$ cat config.mk
export PLATFORM = sky130hd
export DESIGN_NAME = tfe_latency_profiler_flat
export DESIGN_NICKNAME = d
export VERILOG_FILES = /design/src/rtl/tfe_latency_profiler_pkg.sv /design/src/rtl/tfe_latency_profiler_if.sv /design/src/rtl/tfe_latency_profiler_fifo.sv /design/src/rtl/tfe_latency_profiler.sv /design/src/flat_wrapper.sv
export SDC_FILE = /design/constraint.sdc
export NUM_CORES = 1
export LEC_CHECK = 0
export CORE_UTILIZATION = 58
export DETAILED_ROUTE_END_ITERATION = 16
export GPL_ROUTABILITY_DRIVEN = 0
export PLACE_DENSITY = 0.8
export SETUP_SLACK_MARGIN = 0.15
export SLEW_MARGIN = 0
export SYNTH_ARGS = -nofsm -noshare
export SYNTH_HDL_FRONTEND = slang
export SYNTH_SLANG_ARGS = --single-unit
$ cat constraint.sdc
create_clock -name clk -period 5.7 [get_ports clk]
set_clock_uncertainty 0.15 [all_clocks]
set_input_delay 1.14 -clock clk [delete_from_list [all_inputs] [get_ports clk]]
set_output_delay 1.14 -clock clk [all_outputs]
set_load 0.01 [all_outputs]
$ cat src/rtl/tfe_latency_profiler_pkg.sv
// tfe_prof_pkg: shared definitions for the TFE latency profiler.
//   TIME_W     - timer timestamp width (wraps mod 2^TIME_W)
//   DROP_W     - width of the saturating dropped-record counter
//   TAG_W_DEF  - default task tag width
//   state_t    - measurement FSM state
//   prof_rec_t - {tag, elapsed} record at the default tag width
package tfe_prof_pkg;

  localparam int TIME_W    = 34;
  localparam int DROP_W    = 16;
  localparam int TAG_W_DEF = 4;

  typedef enum logic {
    ST_IDLE = 1'b0,
    ST_RUN  = 1'b1
  } state_t;

  typedef struct packed {
    logic [TAG_W_DEF-1:0] tag;
    logic [TIME_W-1:0]    elapsed;
  } prof_rec_t;

endpackage

$ cat src/rtl/tfe_latency_profiler_if.sv
// Record drain handshake between the profiler and the host/debug consumer.
//   rec_valid   - head record available (profiler -> consumer)
//   rec_ready   - consumer accepts head record (consumer -> profiler)
//   rec_tag     - head record tag
//   rec_elapsed - head record elapsed cycles
// master: record source (profiler); slave: record sink (consumer).
interface tfe_latency_profiler_if
  import tfe_prof_pkg::*;
#(
  parameter int TAG_W = TAG_W_DEF
) ();

  logic              rec_valid;
  logic              rec_ready;
  logic [TAG_W-1:0]  rec_tag;
  logic [TIME_W-1:0] rec_elapsed;

  modport master (
    output rec_valid,
    input  rec_ready,
    output rec_tag,
    output rec_elapsed
  );

  modport slave (
    input  rec_valid,
    output rec_ready,
    input  rec_tag,
    input  rec_elapsed
  );

endinterface

$ cat src/rtl/tfe_latency_profiler_fifo.sv
// tfe_prof_fifo: synchronous show-ahead FIFO, DEPTH entries (power of two).
//   clk, rst  - clock, synchronous active-high reset (flushes contents)
//   push/data - write request; ignored when full unless a pop frees a slot
//   pop       - read request; ignored when empty
//   head      - current head entry (zero while empty)
//   valid     - not empty
//   full      - DEPTH entries held
module tfe_prof_fifo #(
  parameter int DEPTH = 8,
  parameter int W     = 38
) (
  input  logic         clk,
  input  logic         rst,
  input  logic         push,
  input  logic [W-1:0] data,
  input  logic         pop,
  output logic [W-1:0] head,
  output logic         valid,
  output logic         full
);

  localparam int AW = $clog2(DEPTH);

  logic [W-1:0]  mem [DEPTH];
  logic [AW-1:0] rd_ptr, wr_ptr;
  logic [AW:0]   count;
  logic          do_push, do_pop;

  assign valid   = (count != '0);
  assign full    = (count == (AW+1)'(DEPTH));
  assign do_pop  = pop & valid;
  // A pop in the same cycle frees a slot, so a push on full is still taken.
  assign do_push = push & (~full | do_pop);
  // Head is gated so the record outputs read zero after reset/drain.
  assign head    = valid ? mem[rd_ptr] : '0;

  always_ff @(posedge clk) begin
    if (do_push) mem[wr_ptr] <= data;
  end

  always_ff @(posedge clk) begin
    if (rst) begin
      rd_ptr <= '0;
      wr_ptr <= '0;
      count  <= '0;
    end else begin
      if (do_push) wr_ptr <= wr_ptr + AW'(1);
      if (do_pop)  rd_ptr <= rd_ptr + AW'(1);
      case ({do_push, do_pop})
        2'b10:   count <= count + (AW+1)'(1);
        2'b01:   count <= count - (AW+1)'(1);
        default: count <= count;
      endcase
    end
  end

endmodule

$ cat src/rtl/tfe_latency_profiler.sv
// tfe_latency_profiler: measures cycles between task start and done strobes
// using the free-running timer timestamp, queuing {tag, elapsed} records.
//   clk, rst        - clock (same as timer), synchronous active-high reset
//   i_time          - current timestamp, sampled with the strobes
//   i_start, i_tag  - task start strobe and its tag
//   i_done          - task done strobe
//   rec             - record drain handshake (master side)
//   o_busy          - measurement in progress
//   o_overlap_err   - sticky: start seen while a measurement was running
//   o_drop_cnt      - saturating count of records lost to a full FIFO
//   o_max_elapsed   - largest elapsed seen; built only with TFE_PROF_MAX_EN,
//                     otherwise tied to zero
//
// state   | meaning
// ST_IDLE | no measurement open; start opens one, start+done logs zero
// ST_RUN  | measurement open; done closes it (start+done restarts)
module tfe_latency_profiler
  import tfe_prof_pkg::*;
#(
  parameter int DEPTH = 8,
  parameter int TAG_W = TAG_W_DEF
) (
  input  logic              clk,
  input  logic              rst,
  input  logic [TIME_W-1:0] i_time,
  input  logic              i_start,
  input  logic [TAG_W-1:0]  i_tag,
  input  logic              i_done,
  tfe_latency_profiler_if.master rec,
  output logic              o_busy,
  output logic              o_overlap_err,
  output logic [DROP_W-1:0] o_drop_cnt,
  output logic [TIME_W-1:0] o_max_elapsed
);

  typedef struct packed {
    logic [TAG_W-1:0]  tag;
    logic [TIME_W-1:0] elapsed;
  } rec_t;

  state_t            state_q, state_d;
  logic [TIME_W-1:0] t_start_q;
  logic [TAG_W-1:0]  tag_q;
  logic              push, latch, overlap_set;
  logic              pop, drop, fifo_valid, fifo_full;
  rec_t              push_rec, head_rec;

  always_ff @(posedge clk) begin
    if (rst) begin
      state_q       <= ST_IDLE;
      t_start_q     <= '0;
      tag_q         <= '0;
      o_overlap_err <= 1'b0;
    end else begin
      state_q <= state_d;
      if (latch) begin
        t_start_q <= i_time;
        tag_q     <= i_tag;
      end
      if (overlap_set) o_overlap_err <= 1'b1;
    end
  end

  always_comb begin
    state_d          = state_q;
    push             = 1'b0;
    latch            = 1'b0;
    overlap_set      = 1'b0;
    push_rec.tag     = tag_q;
    // Unsigned subtract modulo 2^TIME_W handles a single timer wrap.
    push_rec.elapsed = i_time - t_start_q;
    case (state_q)
      ST_IDLE: begin
        if (i_start) begin
          if (i_done) begin
            push             = 1'b1;
            push_rec.tag     = i_tag;
            push_rec.elapsed = '0;
          end else begin
            latch   = 1'b1;
            state_d = ST_RUN;
          end
        end
      end
      ST_RUN: begin
        if (i_done) begin
          push = 1'b1;
          if (i_start) latch = 1'b1;
          else         state_d = ST_IDLE;
        end else if (i_start) begin
          overlap_set = 1'b1;
        end
      end
      default: state_d = ST_IDLE;
    endcase
  end

  assign o_busy = (state_q == ST_RUN);

  tfe_prof_fifo #(
    .DEPTH (DEPTH),
    .W     ($bits(rec_t))
  ) u_fifo (
    .clk   (clk),
    .rst   (rst),
    .push  (push),
    .data  (push_rec),
    .pop   (pop),
    .head  (head_rec),
    .valid (fifo_valid),
    .full  (fifo_full)
  );

  assign pop             = fifo_valid & rec.rec_ready;
  assign drop            = push & fifo_full & ~pop;
  assign rec.rec_valid   = fifo_valid;
  assign rec.rec_tag     = head_rec.tag;
  assign rec.rec_elapsed = head_rec.elapsed;

  always_ff @(posedge clk) begin
    if (rst)                                 o_drop_cnt <= '0;
    else if (drop && (o_drop_cnt != '1))     o_drop_cnt <= o_drop_cnt + DROP_W'(1);
  end

`ifdef TFE_PROF_MAX_EN
  logic [TIME_W-1:0] max_q;

  // Dropped records still count toward the maximum.
  always_ff @(posedge clk) begin
    if (rst)                                    max_q <= '0;
    else if (push && (push_rec.elapsed > max_q)) max_q <= push_rec.elapsed;
  end

  assign o_max_elapsed = max_q;
`else
  assign o_max_elapsed = '0;
`endif

endmodule

$ cat src/flat_wrapper.sv
// flat-port wrapper written by rule: the top's interface ports become plain ports
module tfe_latency_profiler_flat import tfe_prof_pkg::*;
#(
  parameter int DEPTH = 8,
  parameter int TAG_W = TAG_W_DEF
)
  (clk, rst, i_time, i_start, i_tag, i_done, o_busy, o_overlap_err, o_drop_cnt, o_max_elapsed, rec_rec_valid, rec_rec_ready, rec_rec_tag, rec_rec_elapsed);
  tfe_latency_profiler_if #(.TAG_W(TAG_W)) rec_i ();
  input  logic clk;
  input  logic rst;
  input  logic [TIME_W-1:0] i_time;
  input  logic i_start;
  input  logic [TAG_W-1:0] i_tag;
  input  logic i_done;
  output logic o_busy;
  output logic o_overlap_err;
  output logic [DROP_W-1:0] o_drop_cnt;
  output logic [TIME_W-1:0] o_max_elapsed;
  output wire logic [$bits(rec_i.rec_valid)-1:0] rec_rec_valid;
  input wire logic [$bits(rec_i.rec_ready)-1:0] rec_rec_ready;
  output wire logic [$bits(rec_i.rec_tag)-1:0] rec_rec_tag;
  output wire logic [$bits(rec_i.rec_elapsed)-1:0] rec_rec_elapsed;
  assign rec_rec_valid = rec_i.rec_valid;
  assign rec_i.rec_ready = rec_rec_ready;
  assign rec_rec_tag = rec_i.rec_tag;
  assign rec_rec_elapsed = rec_i.rec_elapsed;
  tfe_latency_profiler #(.DEPTH(DEPTH), .TAG_W(TAG_W)) u_core (.clk(clk), .rst(rst), .i_time(i_time), .i_start(i_start), .i_tag(i_tag), .i_done(i_done), .rec(rec_i), .o_busy(o_busy), .o_overlap_err(o_overlap_err), .o_drop_cnt(o_drop_cnt), .o_max_elapsed(o_max_elapsed));
endmodule
==> results_dict.tcl, run 1 <==
set metrics [dict create \
    status "completed" \
    design.core.area_um2 28100 \
    worst_setup_path_type "reg -> out" \
    gr-usage-met3_pct 4.44 \
    ant_nets 0 \
    worstPathRequired_ns 4.41 \
    cts.htree.levels 2 \
    stdcell_area_um2 19200 \
    fmax_mhz 225 \
    grt_first_pass_wirelength_um 56700 \
    critical_path.max_stage_delay_ns 0.89 \
    first_global_vias 10288 \
    synth_cell_type_count 65 \
    clock_insertion_delay_worst_skew_ns 0.53 \
    grt_use_met1_pct 33.8 \
    crit_fanout 48 \
    post_cts_buffers 0 \
    synth_largest_area_cell "sky130_fd_sc_hd__edfxtp_1" \
    crit_path_top_delay_cell "sky130_fd_sc_hd__dfxtp_2" \
    wl_per_cell_um 21.5 \
    yosys_most_used_dff "sky130_fd_sc_hd__edfxtp_1" \
    period_minus_slack_ns 4.45 \
    slew-limit-headroom_pct 20.9 \
    floorplan.rows 61 \
    postSynthRegisterBits 373 \
    viasPerCell 5.99 \
    finalSetupViolCount 0 \
    seqCellArea_um2 10500 \
    synth-edff-count 304 \
    layout-drive-gt1-share_pct 13.6 \
    timing.critical_path.from_type "flip-flop" \
    worstPathCellList "buf_12 -> mux4_2 -> mux2i_1 -> nor2_1 -> clkdlybuf4s50_1" \
    post_layout_nonfiller_instances 1719 \
    grt.busiest_layer "met2" \
    pre_cts_slack_ns 0.969 \
    clock_sinks 373 \
    gr-usage-met2_pct 43.8 \
    cts.hold.buffers_added 0 \
    die_width_um 172 \
    synth_top_area_share_pct 54.7 \
    cts_resized 0 \
    netlist_instances 1208 \
    setup_ws_ns 1.25 \
    irDropWorstVdd_v 0.000226 \
    dp.final_hpwl_um 22500 \
    antenna_found_initial 0 \
    num-nets-final 1395 \
    cts_tree "yes" \
    hold_viol 0 \
    synth_warnings 0 \
    timing.hold.ws_ns 0.304 \
    place.port_buffers 99 \
    finalSetupTns_ns 0 \
    overflow 0 \
    grt_setup_unrepaired "no" \
    synth.area.top_cells "sky130_fd_sc_hd__edfxtp_1 55%, sky130_fd_sc_hd__mux4_2 10%, sky130_fd_sc_hd__dfxtp_1 8.3%, sky130_fd_sc_hd__nand2_1 2.9%, sky130_fd_sc_hd__ha_1 2.8%" \
    drt_pass1_iterations 5 \
    die_height_um 172 \
    routed_wirelength_um 36900 \
    cap_violations 0 \
    crit_arrival_ns 3.16 \
    syn_area_um2 16700 \
    cts-root-to-sink-buffers 3 \
    place_area_um2 18000 \
    worst_hold_path_type "reg -> reg" \
    drc_violations_left 0 \
    n_antenna_cell 0 \
    timing.critical_path.to_type "output port" \
    tritoncts.num_buffers 39 \
    syn_to_final_growth_pct 15.2 \
    synth_async_sr_flop_share_pct 0 \
    design.portCount 134 \
    design.die.area_um2 29500 \
    fillers 1957 \
    post_route_total_power_mw 7.66 \
    seq_area_frac_synth_pct 62.9 \
    power_leakage_nw 6.44 \
    via_count 10292 \
    postLayoutCoreUtil_pct 68.5 \
    power-per-cell-area_nw_per_um2 398 \
    post_synth.cell_area_avg_um2 13.8 \
    multi_input_area_um2 5740 \
    initial_utilization_pct 59.5 \
    clk_root_buf "sky130_fd_sc_hd__clkbuf_16" \
    final_max_slew_viol_count 0 \
    register_clock_pin_slew_on_the_reported_worst_setup_and_hold_paths_ns 0.06 \
    initial_drc_count 937 \
    period_share_pct 78.0 \
    worstMarginPinSlew_ns 1.19 \
    numPlacedInstances 1649 \
    grtUsageTotal_pct 25.9 \
    maximum_number_of_pins_on_one_net_before_global_route_repair 68 \
]
## layer usage
layer,routed length [um],share of wire [%]
met1,14800,40
met2,18400,50
met3,2890,7.8
met4,831,2.3
met5,0,0
## cells in the mapped netlist, types with 6 or more instances
cell type	count
sky130_fd_sc_hd__buf_2	6
sky130_fd_sc_hd__nand2b_1	13
sky130_fd_sc_hd__buf_4	34
sky130_fd_sc_hd__o21a_1	8
sky130_fd_sc_hd__clkbuf_1	34
sky130_fd_sc_hd__buf_1	10
sky130_fd_sc_hd__o21ai_0	13
sky130_fd_sc_hd__mux4_2	76
sky130_fd_sc_hd__nand3_1	9
sky130_fd_sc_hd__inv_1	45
sky130_fd_sc_hd__and3_1	6
sky130_fd_sc_hd__xor2_1	17
sky130_fd_sc_hd__a21oi_1	80
sky130_fd_sc_hd__edfxtp_1	304
sky130_fd_sc_hd__ha_1	38
sky130_fd_sc_hd__nor2_1	106
sky130_fd_sc_hd__a21o_1	24
sky130_fd_sc_hd__xnor2_1	16
sky130_fd_sc_hd__o21ai_1	16
sky130_fd_sc_hd__mux2i_1	43
sky130_fd_sc_hd__nand2_1	131
sky130_fd_sc_hd__dfxtp_1	69
sky130_fd_sc_hd__nand4_1	10
sky130_fd_sc_hd__nor3_1	24
## critical path: cells and delay by family (launching register included)
family / cells / cell delay (ns)
DFF: 1 / 0.89
and+or+nand+nor: 1 / 0.08
muxes: 2 / 0.77
buffers and inverters: 2 / 0.85
## where the power goes
group / internal, mW / total (mW) / switching (mW)
Sequential: 3.14 / 3.25 / 0.107
Clock: 1.34 / 2.36 / 1.02
Combinational: 0.981 / 2.05 / 1.07
## final cells by class
class	count	share of cell area, %
Clock inverter	22	0.820
Tap cell	378	2.46
Inverter	46	0.898
Multi-Input combinational cell	736	29.8
Sequential cell	373	54.7
Clock buffer	48	5.36
Timing Repair Buffer	116	5.98
## path summary, 6_finish.rpt
path | startpoint | endpoint | slack, ns | cells past startpoint
max | flip-flop | rec_rec_elapsed[24] | 1.25 | 5
min | u_core.t_start_q[25] | u_core.t_start_q[25] | 0.30 | 2
max reg2reg | u_core.t_start_q[6] | u_core.u_fifo.mem[0][23] | 2.10 | 9
min reg2reg | u_core.t_start_q[25] | u_core.t_start_q[25] | 0.30 | 2
## placed cells by master (no fill, tap or decap), types with 3 or more instances in the layout
cell / netlist / layout
sky130_fd_sc_hd__nor3_1: 24 / 22
sky130_fd_sc_hd__edfxtp_1: 304 / 304
sky130_fd_sc_hd__clkdlybuf4s50_1: 0 / 98
sky130_fd_sc_hd__xor2_1: 17 / 17
sky130_fd_sc_hd__clkbuf_16: 0 / 40
sky130_fd_sc_hd__a21oi_1: 80 / 80
sky130_fd_sc_hd__nor2_4: 0 / 6
sky130_fd_sc_hd__nor2_1: 106 / 99
sky130_fd_sc_hd__mux4_2: 76 / 76
sky130_fd_sc_hd__xnor2_1: 16 / 16
sky130_fd_sc_hd__or3_2: 5 / 5
sky130_fd_sc_hd__mux2i_1: 43 / 43
sky130_fd_sc_hd__clkinv_1: 0 / 8
sky130_fd_sc_hd__o21ai_1: 16 / 16
sky130_fd_sc_hd__nand3_1: 9 / 9
sky130_fd_sc_hd__o21ai_0: 13 / 13
sky130_fd_sc_hd__nor2b_1: 4 / 4
sky130_fd_sc_hd__clkinv_2: 0 / 5
sky130_fd_sc_hd__inv_6: 0 / 4
sky130_fd_sc_hd__buf_4: 34 / 14
sky130_fd_sc_hd__and3_1: 6 / 5
sky130_fd_sc_hd__clkbuf_1: 34 / 8
sky130_fd_sc_hd__o211ai_1: 5 / 5
sky130_fd_sc_hd__ha_1: 38 / 38
sky130_fd_sc_hd__nand2b_1: 13 / 13
sky130_fd_sc_hd__nand2_1: 131 / 131
sky130_fd_sc_hd__o21a_1: 8 / 8
sky130_fd_sc_hd__inv_1: 45 / 45
sky130_fd_sc_hd__nand4_1: 10 / 10
sky130_fd_sc_hd__a31oi_1: 4 / 4
sky130_fd_sc_hd__conb_1: 1 / 34
sky130_fd_sc_hd__or3_1: 3 / 3
sky130_fd_sc_hd__a21oi_2: 5 / 5
sky130_fd_sc_hd__nor4_1: 5 / 4
sky130_fd_sc_hd__dfxtp_1: 69 / 66
sky130_fd_sc_hd__a21o_1: 24 / 24
sky130_fd_sc_hd__buf_12: 0 / 3
## cell families after synthesis
family	count (synthesis)	share of synthesized area, %
other	1	0.0225
xor gates and xnor gates	33	1.73
AOI/OAI and AO/OA	176	6.46
and+or+nand+nor	334	9.08
DFF	373	62.9
adders and majority gates	40	3.09
muxes	119	12.8
buffers and inverters	132	3.87
## flip-flops by register name, indices dropped and copies added (netlist names), named ones only
name	count
u_core.u_fifo.wr_ptr	3
u_core.o_overlap_err	1
u_core.u_fifo.mem	304
u_core.tag_q	4
u_core.t_start_q	34
u_core.o_busy	1
u_core.u_fifo.rd_ptr	3
u_core.u_fifo.count	4
u_core.o_drop_cnt	16
(Power assumes the default switching activity.)
==> inputs of run 2 (changes only) <==
Settings changed: CORE_UTILIZATION 58 to 53, PLACE_DENSITY 0.8 to 0.77.
Clock period 5.7 ns to 3.6 ns, I/O delays scaled along.
==> results_dict.tcl, run 2 (same netlist as run 1, synthesis figures left out) <==
set metrics [dict create \
    clk_root_buf "sky130_fd_sc_hd__clkbuf_16" \
    reg2reg_setup_slack_ns 0.67 \
    slew-limit-headroom_pct 48.8 \
    power_leakage_nw 7.31 \
    layout-drive-gt1-share_pct 21.9 \
    floorplan.rows 64 \
    power-per-cell-area_nw_per_um2 624 \
    largest_register_ff_count 304 \
    hold_viol 0 \
    initial_drc_count 1040 \
    r2r_cells 13 \
    viasPerCell 5.82 \
    fmax_mhz 292 \
    ant_nets 0 \
    cap_violations 0 \
    finalSetupViolCount 0 \
    design.die.area_um2 32200 \
    fillers 2057 \
    die_width_um 180 \
    design.core.area_um2 30800 \
    critical_path.max_stage_delay_ns 0.51 \
    num-nets-final 1508 \
    min_path_cells 2 \
    hold_path_startpoint "u_core.t_start_q[29]" \
    registers.top_by_ff_count "u_core.u_fifo.mem" \
    via_count 10767 \
    reg.largest.list "u_core.u_fifo.mem: 304 flops, u_core.t_start_q: 34 flops, u_core.o_drop_cnt: 16 flops" \
    grt_setup_unrepaired "yes" \
    reg_to_reg_startpoint "u_core.t_start_q[11]" \
    tritoncts.num_buffers 37 \
    status "complete, but fails checks" \
    antenna_found_initial 0 \
    whs_endpoint "u_core.t_start_q[29]" \
    pre_cts_slack_ns -0.684 \
    period_minus_slack_ns 3.43 \
    setup_ws_ns 0.170 \
    stdcell_area_um2 20600 \
    worst_setup_path_type "reg -> out" \
    worstPathCellList "buf_12 -> mux4_2 -> mux2i_1 -> nor2_1 -> clkdlybuf4s50_1" \
    drc_violations_left 4 \
    crit_arrival_ns 2.56 \
    n_antenna_cell 0 \
    initial_utilization_pct 54.2 \
    cts-root-to-sink-buffers 3 \
    crit-reg2reg-capture "u_core.u_fifo.mem[4][31]" \
    irDropWorstVdd_v 0.000417 \
    first_global_vias 10803 \
    period_share_pct 95.3 \
    cts.htree.levels 2 \
    maximum_number_of_pins_on_one_net_before_global_route_repair 39 \
    grt_first_pass_wirelength_um 60600 \
    cts_tree "yes" \
    final_cell_mix "304 x sky130_fd_sc_hd__edfxtp_1, 131 x sky130_fd_sc_hd__nand2_1, 111 x sky130_fd_sc_hd__buf_4, 98 x sky130_fd_sc_hd__nor2_1, 80 x sky130_fd_sc_hd__a21oi_1" \
    dp.final_hpwl_um 23200 \
    wl_per_cell_um 21.6 \
    worstPathRequired_ns 2.73 \
    timing.hold.ws_ns 0.304 \
    routed_wirelength_um 39900 \
    worst_hold_path_type "reg -> reg" \
    die_height_um 180 \
    clock_insertion_delay_worst_skew_ns 0.54 \
    postLayoutCoreUtil_pct 66.7 \
    timing.critical_path.to_type "output port" \
    design.portCount 134 \
    final_max_slew_viol_count 0 \
    clock_sinks 373 \
    drt_pass1_iterations 11 \
    timing.critical_path.from_type "flip-flop" \
    overflow 0 \
    violated_checks "design-rule violations" \
    place_area_um2 18900 \
    crit_path_top_delay_cell "sky130_fd_sc_hd__mux4_2" \
    crit_fanout 9 \
    grtUsageTotal_pct 24.5 \
    register_clock_pin_slew_on_the_reported_worst_setup_and_hold_paths_ns 0.06 \
    final_common_cell "sky130_fd_sc_hd__edfxtp_1" \
    place.port_buffers 99 \
    worstMarginPinSlew_ns 0.768 \
    syn_to_final_growth_pct 23.1 \
]
run 2: what timing repair did:
action                                  4_1_cts  5_1_grt
gates resized for setup                      40       22
endpoints found under the setup margin       94       75
hold buffers                                  0        0
pin swaps                                     3        3
gates cloned                                  2        1
setup buffers                                11        4
run 2: how the worst max path moves through the flow:
stage / from / end / slack (ns)
floorplan: rec_rec_ready / u_core.u_fifo.mem[7][0] / 0.12
global placement: i_time[0] / u_core.u_fifo.mem[4][28] / -0.63
detailed placement: i_time[0] / u_core.u_fifo.mem[5][28] / -0.68
CTS: flip-flop / rec_rec_tag[1] / 0.1
global route: flip-flop / rec_rec_elapsed[18] / 0.10
finish: flip-flop / rec_rec_elapsed[26] / 0.17
run 2: critical path, delay by kind of cell, from the launching register on:
kind | cells | cell delay (ns)
DFF | 1 | 0.42
and+or+nand+nor | 1 | 0.09
buffers and inverters | 2 | 0.65
muxes | 2 | 0.86
run 2: power breakdown:
| group | leakage, nW | internal [mW] | total (mW) | switching, mW |
|---|---|---|---|---|
| logic | 3.39 | 1.91 | 3.83 | 1.91 |
| clock network | 0.582 | 2.25 | 3.91 | 1.67 |
| registers | 3.33 | 4.96 | 5.08 | 0.117 |
run 2: area by class of cell:
type	count	area, um^2	area share, %
clock buffers	46	980	4.76
clock inverters	21	234	1.14
inverters	46	173	0.840
multi-input cells	736	5890	28.7
flip-flops and latches	373	10500	51.2
well taps	396	495	2.41
repair buffers	231	2270	11.0
run 2: per-layer routing:
metal	vias to the layer above	part of all wire [%]	track usage [%]	wire, um
li1	4895	-	-	-
met1	5326	40	31.9	16100
met2	486	50	42.6	20000
met3	60	7.4	4.07	2960
met4	0	2.0	7.31	778
met5	-	0	0	0
run 2: stage by stage:
step           TNS, ns  std cells  power (mW)
6_report             0       1849        12.8
5_1_grt              0       1849        13.3
4_1_cts              0       1844        12.8
3_5_place_dp    -35.71       1764        8.67
3_3_place_gp    -26.97       1764        8.59
2_1_floorplan        0       1241        7.18
